`config.mk`:
```
export PLATFORM = sky130hd
export DESIGN_NAME = set_assoc_cache_ctrl
export DESIGN_NICKNAME = d
export VERILOG_FILES = /design/src/rtl/cache_pkg.sv /design/src/rtl/cache_lru.sv /design/src/rtl/set_assoc_cache_ctrl.sv
export SDC_FILE = /design/constraint.sdc
export NUM_CORES = 2
export LEC_CHECK = 0
export ABC_AREA = 0
export CAP_MARGIN = 10
export CORE_ASPECT_RATIO = 1.1
export CORE_MARGIN = 2
export CORE_UTILIZATION = 30
export DETAILED_ROUTE_END_ITERATION = 8
export PLACE_DENSITY = 0.53
export SLEW_MARGIN = 0
export SYNTH_ARGS = -nofsm -noshare
export SYNTH_HDL_FRONTEND = slang
export SYNTH_HIERARCHICAL = 1
export SYNTH_SLANG_ARGS = --single-unit
export TNS_END_PERCENT = 1
```
`constraint.sdc`:
```
create_clock -name clk -period 8.9 [get_ports clk]
set_clock_uncertainty 0.05 [all_clocks]
set_input_delay 1.78 -clock clk [delete_from_list [all_inputs] [get_ports clk]]
set_output_delay 1.78 -clock clk [all_outputs]
set_load 0.02 [all_outputs]
```
`src/rtl/cache_pkg.sv`:
```
// Shared definitions for the set-associative cache controller:
// default geometry and the controller FSM state type.
package cache_pkg;

   localparam int ADDR_W_DEF = 32;
   localparam int DATA_W_DEF = 8;
   localparam int SETS_DEF   = 16;
   localparam int WAYS_DEF   = 4;

   typedef enum logic [2:0] {
      IDLE,
      LOOKUP,
      MEM_RD,
      MEM_WR,
      RESP
   } state_t;

endpackage

```
`src/rtl/cache_lru.sv`:
```
// Per-set LRU age storage: ages form a permutation per set, 0 = MRU.
// Provides the replacement victim for the currently addressed set.
module cache_lru
   import cache_pkg::*;
#(
   parameter int SETS = SETS_DEF,
   parameter int WAYS = WAYS_DEF,
   localparam int IDX_W = $clog2(SETS),
   localparam int WAY_W = $clog2(WAYS)
) (
   input  logic             clk,
   input  logic             rst,
   input  logic [IDX_W-1:0] set_idx,
   input  logic [WAYS-1:0]  set_valid,
   input  logic             touch,
   input  logic [WAY_W-1:0] touch_way,
   output logic [WAY_W-1:0] victim
);

   logic [WAY_W-1:0] age [SETS][WAYS];
   logic [WAY_W-1:0] touch_age;
   logic             found;

   // Lowest-index invalid way wins; otherwise the oldest way of a full set.
   always_comb begin
      touch_age = age[set_idx][touch_way];
      victim    = '0;
      found     = 1'b0;
      for (int unsigned w = 0; w < WAYS; w++) begin
         if (!found && !set_valid[w]) begin
            victim = WAY_W'(w);
            found  = 1'b1;
         end
      end
      if (!found) begin
         for (int unsigned w = 0; w < WAYS; w++) begin
            if (age[set_idx][w] == WAY_W'(WAYS - 1)) victim = WAY_W'(w);
         end
      end
   end

   always_ff @(posedge clk or posedge rst) begin
      if (rst) begin
         for (int unsigned s = 0; s < SETS; s++)
            for (int unsigned w = 0; w < WAYS; w++)
               age[s][w] <= WAY_W'(w);
      end else if (touch) begin
         for (int unsigned w = 0; w < WAYS; w++) begin
            if (WAY_W'(w) == touch_way)
               age[set_idx][w] <= '0;
            else if (age[set_idx][w] < touch_age)
               age[set_idx][w] <= age[set_idx][w] + 1'b1;
         end
      end
   end

endmodule

```
`src/rtl/set_assoc_cache_ctrl.sv`:
```
// Set-associative, write-through, no-write-allocate cache controller with
// one word per line, LRU replacement and hit/access statistics.
module set_assoc_cache_ctrl
   import cache_pkg::*;
#(
   parameter int ADDR_W = ADDR_W_DEF,
   parameter int DATA_W = DATA_W_DEF,
   parameter int SETS   = SETS_DEF,
   parameter int WAYS   = WAYS_DEF
) (
   input  logic              clk,
   input  logic              reset,
   input  logic              cpuReq,
   output logic              cpuReady,
   input  logic [ADDR_W-1:0] memoryAddress,
   input  logic [DATA_W-1:0] writeValue,
   input  logic              isWrite,
   output logic [DATA_W-1:0] outputdata,
   output logic              respValid,
   input  logic              invalidateAll,
   output logic              memReq,
   output logic              memWe,
   output logic [ADDR_W-1:0] memAddr,
   output logic [DATA_W-1:0] memWdata,
   input  logic              memAck,
   input  logic [DATA_W-1:0] memRdata,
   output logic [31:0]       hitCount,
   output logic [31:0]       accessCount
);

   localparam int IDX_W = $clog2(SETS);
   localparam int WAY_W = $clog2(WAYS);
   localparam int TAG_W = ADDR_W - IDX_W;

   state_t            state;
   logic [ADDR_W-1:0] addr_q;
   logic [DATA_W-1:0] wdata_q;
   logic              we_q;

   logic [WAYS-1:0]   valid    [SETS];
   logic [TAG_W-1:0]  tag_mem  [SETS][WAYS];
   logic [DATA_W-1:0] data_mem [SETS][WAYS];

   logic [IDX_W-1:0]  idx;
   logic [TAG_W-1:0]  tag;
   logic              hit;
   logic [WAY_W-1:0]  hit_way;
   logic [DATA_W-1:0] hit_data;
   logic [WAY_W-1:0]  victim;
   logic [WAY_W-1:0]  touch_way;
   logic              touch;
   logic              fill;
   logic              line_wr;

   assign idx      = addr_q[IDX_W-1:0];
   assign tag      = addr_q[ADDR_W-1:IDX_W];
   assign cpuReady = (state == IDLE) && !invalidateAll;

   always_comb begin
      hit      = 1'b0;
      hit_way  = '0;
      hit_data = '0;
      for (int unsigned w = 0; w < WAYS; w++) begin
         if (valid[idx][w] && (tag_mem[idx][w] == tag)) begin
            hit      = 1'b1;
            hit_way  = WAY_W'(w);
            hit_data = data_mem[idx][w];
         end
      end
   end

   assign fill      = (state == MEM_RD) && memAck;
   assign line_wr   = (state == LOOKUP) && hit && we_q;
   assign touch     = ((state == LOOKUP) && hit) || fill;
   assign touch_way = fill ? victim : hit_way;

   cache_lru #(
      .SETS (SETS),
      .WAYS (WAYS)
   ) u_lru (
      .clk       (clk),
      .rst       (reset),
      .set_idx   (idx),
      .set_valid (valid[idx]),
      .touch     (touch),
      .touch_way (touch_way),
      .victim    (victim)
   );

   // Tag and data storage carry no reset; validity lives in the valid bits.
   always_ff @(posedge clk) begin
      if (fill) begin
         tag_mem[idx][victim]  <= tag;
         data_mem[idx][victim] <= memRdata;
      end else if (line_wr) begin
         data_mem[idx][hit_way] <= wdata_q;
      end
   end

   always_ff @(posedge clk or posedge reset) begin
      if (reset) begin
         state       <= IDLE;
         addr_q      <= '0;
         wdata_q     <= '0;
         we_q        <= 1'b0;
         outputdata  <= '0;
         respValid   <= 1'b0;
         memReq      <= 1'b0;
         memWe       <= 1'b0;
         memAddr     <= '0;
         memWdata    <= '0;
         hitCount    <= '0;
         accessCount <= '0;
         for (int unsigned s = 0; s < SETS; s++) valid[s] <= '0;
      end else begin
         respValid <= 1'b0;
         case (state)
            IDLE: begin
               if (invalidateAll) begin
                  for (int unsigned s = 0; s < SETS; s++) valid[s] <= '0;
               end else if (cpuReq) begin
                  addr_q  <= memoryAddress;
                  wdata_q <= writeValue;
                  we_q    <= isWrite;
                  state   <= LOOKUP;
               end
            end
            LOOKUP: begin
               accessCount <= accessCount + 32'd1;
               if (hit) hitCount <= hitCount + 32'd1;
               if (we_q) begin
                  memReq     <= 1'b1;
                  memWe      <= 1'b1;
                  memAddr    <= addr_q;
                  memWdata   <= wdata_q;
                  outputdata <= wdata_q;
                  state      <= MEM_WR;
               end else if (hit) begin
                  outputdata <= hit_data;
                  respValid  <= 1'b1;
                  state      <= RESP;
               end else begin
                  memReq  <= 1'b1;
                  memWe   <= 1'b0;
                  memAddr <= addr_q;
                  state   <= MEM_RD;
               end
            end
            MEM_RD: begin
               if (memAck) begin
                  valid[idx][victim] <= 1'b1;
                  outputdata         <= memRdata;
                  memReq             <= 1'b0;
                  respValid          <= 1'b1;
                  state              <= RESP;
               end
            end
            MEM_WR: begin
               if (memAck) begin
                  memReq    <= 1'b0;
                  memWe     <= 1'b0;
                  respValid <= 1'b1;
                  state     <= RESP;
               end
            end
            RESP:    state <= IDLE;
            default: state <= IDLE;
         endcase
      end
   end

endmodule

```
# ---- Word-level counts from Yosys, hierarchy flattened
# Memory sizes are Yosys's and may differ from the RTL's.
# Index checks and enable logic that the tools add are counted.
dict set report totals {
  register_bits 351
  latch_bits 0
  ram_bits 2304
  mem_bits_ro 0
  in_bits 54
  output_inout_bits 116
  elab_cells 350
  memories 2
}
# name depth word_bits read_ports rd_clocked_by_memory_dff write_ports line_no
set mem_list {}
lappend mem_list {tag_mem 16 112 1 0 1 set_assoc_cache_ctrl.sv:41} ;# logic [TAG_W-1:0] tag_mem [SETS][WAYS];
lappend mem_list {data_mem 16 32 1 0 1 set_assoc_cache_ctrl.sv:42} ;# logic [DATA_W-1:0] data_mem [SETS][WAYS];
dict set report classes {
  n_addsub 6
  n_mul 0
  div 0
  magnitude_cmp 13
  n_eq_ne 23
  n_shift 0
  muxes 130
  n_bitwise 46
  n_reduce_logical 38
}
# cell count
set op_table {}
lappend op_table {{$mux W128} 11}
lappend op_table {{$and A128 B128 Y128} 4}
lappend op_table {{$bwmux W128} 4}
lappend op_table {{$not A128 Y128} 4}
lappend op_table {{$demux W8 S4} 4}
lappend op_table {{$mux W32} 4}
lappend op_table {{$mux W64} 2}
lappend op_table {{$pmux W64 S2} 1}
lappend op_table {{$eq A28 B28 Y1} 4}
lappend op_table {{$mux W112} 1}
lappend op_table {{$mux W8} 12}
lappend op_table {{$add A32 B1 Y32 const B} 2}
lappend op_table {{$or A64 B64 Y64} 1}
lappend op_table {{$demux W28 S2} 1}
lappend op_table {{$mux W1} 54}
lappend op_table {{$bmux W8 S4} 1}
lappend op_table {{$demux W8 S2} 2}
lappend op_table {{$or A1 B1 Y1} 32}
lappend op_table {{$mux W28} 1}
lappend op_table {{$mux W2} 13}
lappend op_table {{$reduce_and A3 Y1} 6}
lappend op_table {{$bmux W4 S4} 1}
lappend op_table {{$demux W4 S4} 1}
lappend op_table {{$mux W4} 4}
lappend op_table {{34 further kinds} 86}

# ---- Logic depth before layout (Yosys ltp)
dict set report depth {
  depth_word 38
  depth_mapped 31
  mapped_depth_nobuf 19
}

# ---- Hierarchy
# The synthesis kept the hierarchy.
# module n_inst cells_each area_per_inst_um2 seq_area_each_um2
set modules_own_cells {}
lappend modules_own_cells {set_assoc_cache_ctrl 1 5440 103180.2 74766.7}
lappend modules_own_cells {cache_lru 1 753 7878.8 3283.1}

# ---- Worst setup path before layout
# No wires, ideal clock.
dict set report synth_path {
  path_type {register to register}
  startpoint {register addr_q[18]}
  endpoint {register u_lru/age[125] (netlist bit)}
  setup_time_ps 125
  t_arrival_ps 6149
  required_time_ps 8725
  path_slack_ps 2577
  path_stages_with_launch 19
  path_buffers 2
  period_less_slack_ps 6323
  path_cell_list {dfrtp_1 clkbuf_1 clkinv_1 a22oi_1 nor2_1 or4_1 or4b_2 nand4bb_1 nor4_4 o21ai_0 mux2_2 mux4_2 inv_1 ha_1 nor3b_1 clkbuf_1 o21ai_0 o21ai_0 mux2_2}
}
dict set report synth_via {
  elab_chain_len 25
  word_cells_on_any_way 47
  classes_between {order compare: 4; eq/ne: 7; mux: 25; bitwise: 4; reduce/logical: 7}
}
# element line_no
set synth_rtl {}
lappend synth_rtl {{from (decl)} set_assoc_cache_ctrl.sv:36} ;# logic [ADDR_W-1:0] addr_q;
lappend synth_rtl {{from (signal assigned)} set_assoc_cache_ctrl.sv:122} ;# addr_q <= memoryAddress;
lappend synth_rtl {{$eq A28 B28 Y1} set_assoc_cache_ctrl.sv:64} ;# if (valid[idx][w] && (tag_mem[idx][w] == tag)) begin
lappend synth_rtl {{$logic_and A1 B1 Y1} set_assoc_cache_ctrl.sv:64}
lappend synth_rtl {{$mux W1} set_assoc_cache_ctrl.sv:64}
lappend synth_rtl {{$mux W2} set_assoc_cache_ctrl.sv:64}
lappend synth_rtl {{$mux W2 (*)} set_assoc_cache_ctrl.sv:64}
lappend synth_rtl {{$mux W2 (*)} set_assoc_cache_ctrl.sv:75} ;# assign touch_way = fill ? victim : hit_way;
lappend synth_rtl {{named net touch_way[0]} set_assoc_cache_ctrl.sv:50} ;# logic [WAY_W-1:0] touch_way;
lappend synth_rtl {{$not A2 Y3 (not written as such)} cache_lru.sv:26} ;# touch_age = age[set_idx][touch_way];
lappend synth_rtl {{[... 10 more ...]} n/a}
lappend synth_rtl {{$mux W128} cache_lru.sv:47} ;# end else if (touch) begin
lappend synth_rtl {{$bwmux W128} cache_lru.sv:52} ;# age[set_idx][w] <= age[set_idx][w] + 1'b1;
lappend synth_rtl {{$mux W128} cache_lru.sv:51} ;# else if (age[set_idx][w] < touch_age)
lappend synth_rtl {{$mux W128} cache_lru.sv:49} ;# if (WAY_W'(w) == touch_way)
lappend synth_rtl {{$mux W128} cache_lru.sv:47}
lappend synth_rtl {{$bwmux W128} cache_lru.sv:52}
lappend synth_rtl {{$mux W128} cache_lru.sv:51}
lappend synth_rtl {{$mux W128 (*)} cache_lru.sv:49}
lappend synth_rtl {{to (signal, indexed assignment)} cache_lru.sv:46} ;# age[s][w] <= WAY_W'(w);
lappend synth_rtl {{to (signal, indexed assignment)} cache_lru.sv:52}
lappend synth_rtl {{to (decl)} cache_lru.sv:20} ;# logic [WAY_W-1:0] age [SETS][WAYS];
# The timed path passes the listed nets; every way through them passes the cells marked *. The select of a mux whose other input is x is not followed.
# A chain may end at the register's enable or synchronous reset.

# ---- Final worst setup path
dict set report layout_path {
  startpoint {register addr_q[1]}
  endpoint {register u_lru/age[86] (netlist bit)}
}
dict set report layout_via {
  elab_chain_len 38
  word_cells_on_any_way 97
  classes_between {add/sub: 4; order compare: 6; eq/ne: 11; mux: 49; bitwise: 10; reduce/logical: 16; memory: 1}
}
# element line_no
set layout_rtl {}
lappend layout_rtl {{$not A4 Y5 (not written as such)} {cache_lru.sv:37, set_assoc_cache_ctrl.sv:64, set_assoc_cache_ctrl.sv:84}}
lappend layout_rtl {{$bmux W4 S4} {set_assoc_cache_ctrl.sv:64, set_assoc_cache_ctrl.sv:84}}
lappend layout_rtl {{$mux W4 (not written as such) (2 in series)} {set_assoc_cache_ctrl.sv:64, set_assoc_cache_ctrl.sv:84}}
lappend layout_rtl {{$logic_not A1 Y1} cache_lru.sv:30} ;# if (!found && !set_valid[w]) begin
lappend layout_rtl {{$logic_and A1 B1 Y1} cache_lru.sv:30}
lappend layout_rtl {{$mux W1} cache_lru.sv:30}
lappend layout_rtl {{$logic_not A1 Y1} cache_lru.sv:30}
lappend layout_rtl {{$logic_and A1 B1 Y1} cache_lru.sv:30}
lappend layout_rtl {{[... 10 more ...]} n/a}
lappend layout_rtl {{named net touch_way[0]} set_assoc_cache_ctrl.sv:50}
lappend layout_rtl {{[... 11 more ...]} n/a}
lappend layout_rtl {{$mux W128} cache_lru.sv:47}
lappend layout_rtl {{$bwmux W128} cache_lru.sv:52}
lappend layout_rtl {{$mux W128} cache_lru.sv:51}
lappend layout_rtl {{$mux W128} cache_lru.sv:49}
lappend layout_rtl {{$mux W128} cache_lru.sv:47}
lappend layout_rtl {{$bwmux W128} cache_lru.sv:52}
lappend layout_rtl {{$mux W128} cache_lru.sv:51}
lappend layout_rtl {{$mux W128 (*)} cache_lru.sv:49}
# Marked as above.

==> flow_summary.json <==
{
  "outcome": "complete, no violations",
  "finalCriticalPeriod_ns": 7.939,
  "finalWirelength_mm": 342.5,
  "r2r-end": "u_lru/age[86]$_DFFE_PP0P_",
  "antenna_found_initial": 20,
  "async_flop_share": 0.1322,
  "slew_headroom": 0.06248,
  "place_congestion": 0.8724,
  "die_y_um": 642.1,
  "fin_crit_sh": 0.8920,
  "cts_resized": 0,
  "grt_max_degree": 115,
  "pre_cts_slack_ns": 0.9181,
  "dieWidth_um": 584.1,
  "reg2reg_setup_slack_ns": 0.96,
  "syn-num-nets": 6257,
  "avgSynthCellArea_um2": 17.93,
  "finalHoldViolations": 0,
  "cts_tree": "yes",
  "ys_warn_count": 6,
  "dr.pass1.iters": 6,
  "hold_class": "reg -> reg",
  "ys.flop_type": "edfxtp_1",
  "grt_first_pass_wirelength_mm": 483.6,
  "hpwl_mm": 215.8,
  "cts_buffers": 275,
  "via_per_inst": 5.337,
  "coreArea_mm2": 0.3689,
  "clockBufferDepth": 4,
  "synth_top_area_frac": 0.6230,
  "ant_nets": 0,
  "worstSetupStartpoint": "addr_q[1]$_DFFE_PP0P_",
  "grt_overflow": 0,
  "initial_core_util": 0.3011,
  "synthTopCellsByArea": "edfxtp_1 (62%), mux4_2 (9.8%), dfrtp_1 (6.5%)",
  "synthCells": 6193,
  "tns_ns": 0,
  "synth_cell_type_count": 106,
  "min_path_cells": 1,
  "setup_viol": 0,
  "max_freq_mhz": 126.0,
  "synth_edf_count": 2304,
  "finalNetCount": 6593,
  "rsz0062_at_grt": "no",
  "place.port_buffers": 169,
  "arrival_ns": 8.57,
  "ys_seq_area_frac": 0.7028,
  "area_delta_synth_final_pct": 15.46,
  "hold_end": "valid[6]$_DFFE_PP0P_",
  "layout-drive-gt1-share": 0.2374,
  "die_area_mm2": 0.3751,
  "r2r_cells": 21,
  "cts.sinks": 2655,
  "crit_fanout": 54,
  "slew_violations": 0,
  "cp.required_ns": 9.53,
  "first_iter_violations": 6638,
  "hold_start": "valid[6]$_DFFE_PP0P_",
  "worst_pin_slew_ns": 1.389,
  "grt_pass1_vias": 62640,
  "clk_latency_ns": 0.86,
  "hold_buffers": 0,
  "placementRows": 234,
  "via_count": 61860,
  "boundaryPins": 170,
  "reg2reg_from": "addr_q[1]$_DFFE_PP0P_",
  "p_leak_nw": 42.07,
  "gr-usage-all-layers": 0.1784,
  "cp-start-kind": "flip-flop",
  "clockRootBuffer": "clkbuf_16",
  "ys_seq_elements": 2655,
  "yosysTopAreaCell": "edfxtp_1",
  "wl_per_cell_um": 29.55,
  "fin_ws_ns": 0.9608,
  "h-tree-depth": 5,
  "ir_drop_mv": 0.2270,
  "p_per_area_mw_per_mm2": 334.7,
  "syn-cell-area_mm2": 0.1111,
  "endpoint_kind": "flip-flop",
  "path_class": "reg -> reg",
  "postCtsSetupBuffers": 0,
  "clk_pin_slew_ns": 0.06,
  "drc": 0,
  "drv_cap": 0
}
-- stage by stage --
stage / std cells / util / cell area [um2] / total power, W / hold WS, ns
detailed placement: 11090 / 0.3235 / 119400 / 0.03160 / 0.4130
global placement: 11090 / 0.3235 / 119400 / 0.03144 / 0.4047
floorplan: 6193 / - / 111100 / 0.02557 / 0.3944
finish: 11590 / 0.3476 / 128200 / 0.04292 / 0.4246
global route: 11580 / 0.3475 / 128200 / 0.04437 / 0.4376
CTS: 11580 / 0.3474 / 128200 / 0.04313 / 0.4267
-- registers in the layout, indices dropped and copies added, names as in the netlist --
name	flops
outputdata	8
state	3
wdata_q	8
respValid	1
memAddr	32
u_lru/age	128
memReq	1
accessCount	32
hitCount	32
we_q	1
memWdata	8
memWe	1
addr_q	32
valid	64
tag_mem	1792
data_mem	512
-- cells by family after synthesis --
logic type | synth area share
AO/OA/AOI/OAI | 0.05674
XOR/XNOR | 0.01325
adder cells (fa/ha/maj) | 0.001127
buffers and inverters | 0.02449
flip-flops | 0.7028
multiplexers | 0.1606
AND/OR/NAND/NOR | 0.04097
-- placed cells by master, fill, tap and decap left out, types with 64 or more instances in the layout --
cell type / instances
edfxtp_1: 2304
mux4_2: 483
mux2i_1: 408
clkbuf_16: 285
buf_4: 258
dfrtp_1: 255
nand2_1: 247
mux2_2: 208
nor2_1: 197
o21ai_0: 170
clkdlybuf4s50_1: 169
xnor2_1: 144
a22oi_1: 120
o31ai_1: 89
a21oi_1: 80
nor2_4: 77
nand3_1: 69
dfstp_2: 64
-- worst max-delay path by stage --
stage / to / slack [ns]
3_3_place_gp: u_lru/age[69]$_DFFE_PP0P_ / 0.96
6_report: u_lru/age[86]$_DFFE_PP0P_ / 0.96
4_1_cts: u_lru/age[61]$_DFFE_PP0P_ / 0.87
2_1_floorplan: accessCount[0]$_DFFE_PP0P_ / 0.96
3_5_place_dp: u_lru/age[86]$_DFFE_PP0P_ / 0.92
5_1_grt: u_lru/age[64]$_DFFE_PP1P_ / 0.52
-- cells in the mapped netlist (56+ instances only) --
master	count
buf_2	102
a22oi_1	120
o31ai_1	89
o21ai_0	174
nand2_1	248
a21oi_1	80
xnor2_1	144
mux4_2	483
nor2_1	263
mux2_2	208
nand3_1	69
mux2i_1	408
clkbuf_1	144
edfxtp_1	2304
dfstp_2	64
o311ai_0	56
dfrtp_1	287
-- report_power, final --
part / total [W] / leakage (nW) / internal (W) / switching, W
Sequential: 0.0163 / 25.2 / 0.0153 / 0.00105
Combinational: 0.0151 / 12.6 / 0.00538 / 0.00969
Clock: 0.0115 / 4.28 / 0.00662 / 0.00491
Total: 0.0429 / 42.1 / 0.0273 / 0.0157
-- layer usage --
| metal | part of all wire | track usage |
|---|---|---|
| met1 | 0.41 | 0.2347 |
| met2 | 0.48 | 0.2947 |
| met3 | 0.065 | 0.02873 |
| met4 | 0.042 | 0.06889 |
| met5 | 0.000058 | 0 |
-- critical path: stages (launching register included) --
cell,delay (ns)
dfrtp_4,1.01
buf_12,0.30
buf_12,0.37
mux2_2,0.43
o22ai_1,0.31
nor3_1,0.08
nor4b_1,0.68
o2111ai_1,0.53
a21boi_1,0.29
buf_4,0.21
nor4_4,0.39
o21ai_0,0.15
mux2_2,0.44
mux4_2,0.45
inv_1,0.17
ha_1,0.22
nand2b_1,0.13
nor2_1,0.06
buf_4,0.18
nor2_1,0.12
o31a_1,0.85
o31ai_1,0.20
-- layout make-up --
| type | instances | area [um2] |
|---|---|---|
| sequential | 2655 | 78140 |
| fill | 34720 | 240700 |
| clock inverter | 138 | 1326 |
| tap | 4838 | 6053 |
| inverter | 57 | 235.2 |
| antenna | 10 | 25.02 |
| multi-input combinational | 3091 | 30890 |
| clock buffer | 354 | 7491 |
| timing repair buffer | 449 | 4064 |
No activity file was read; power rests on OpenSTA's default activity.
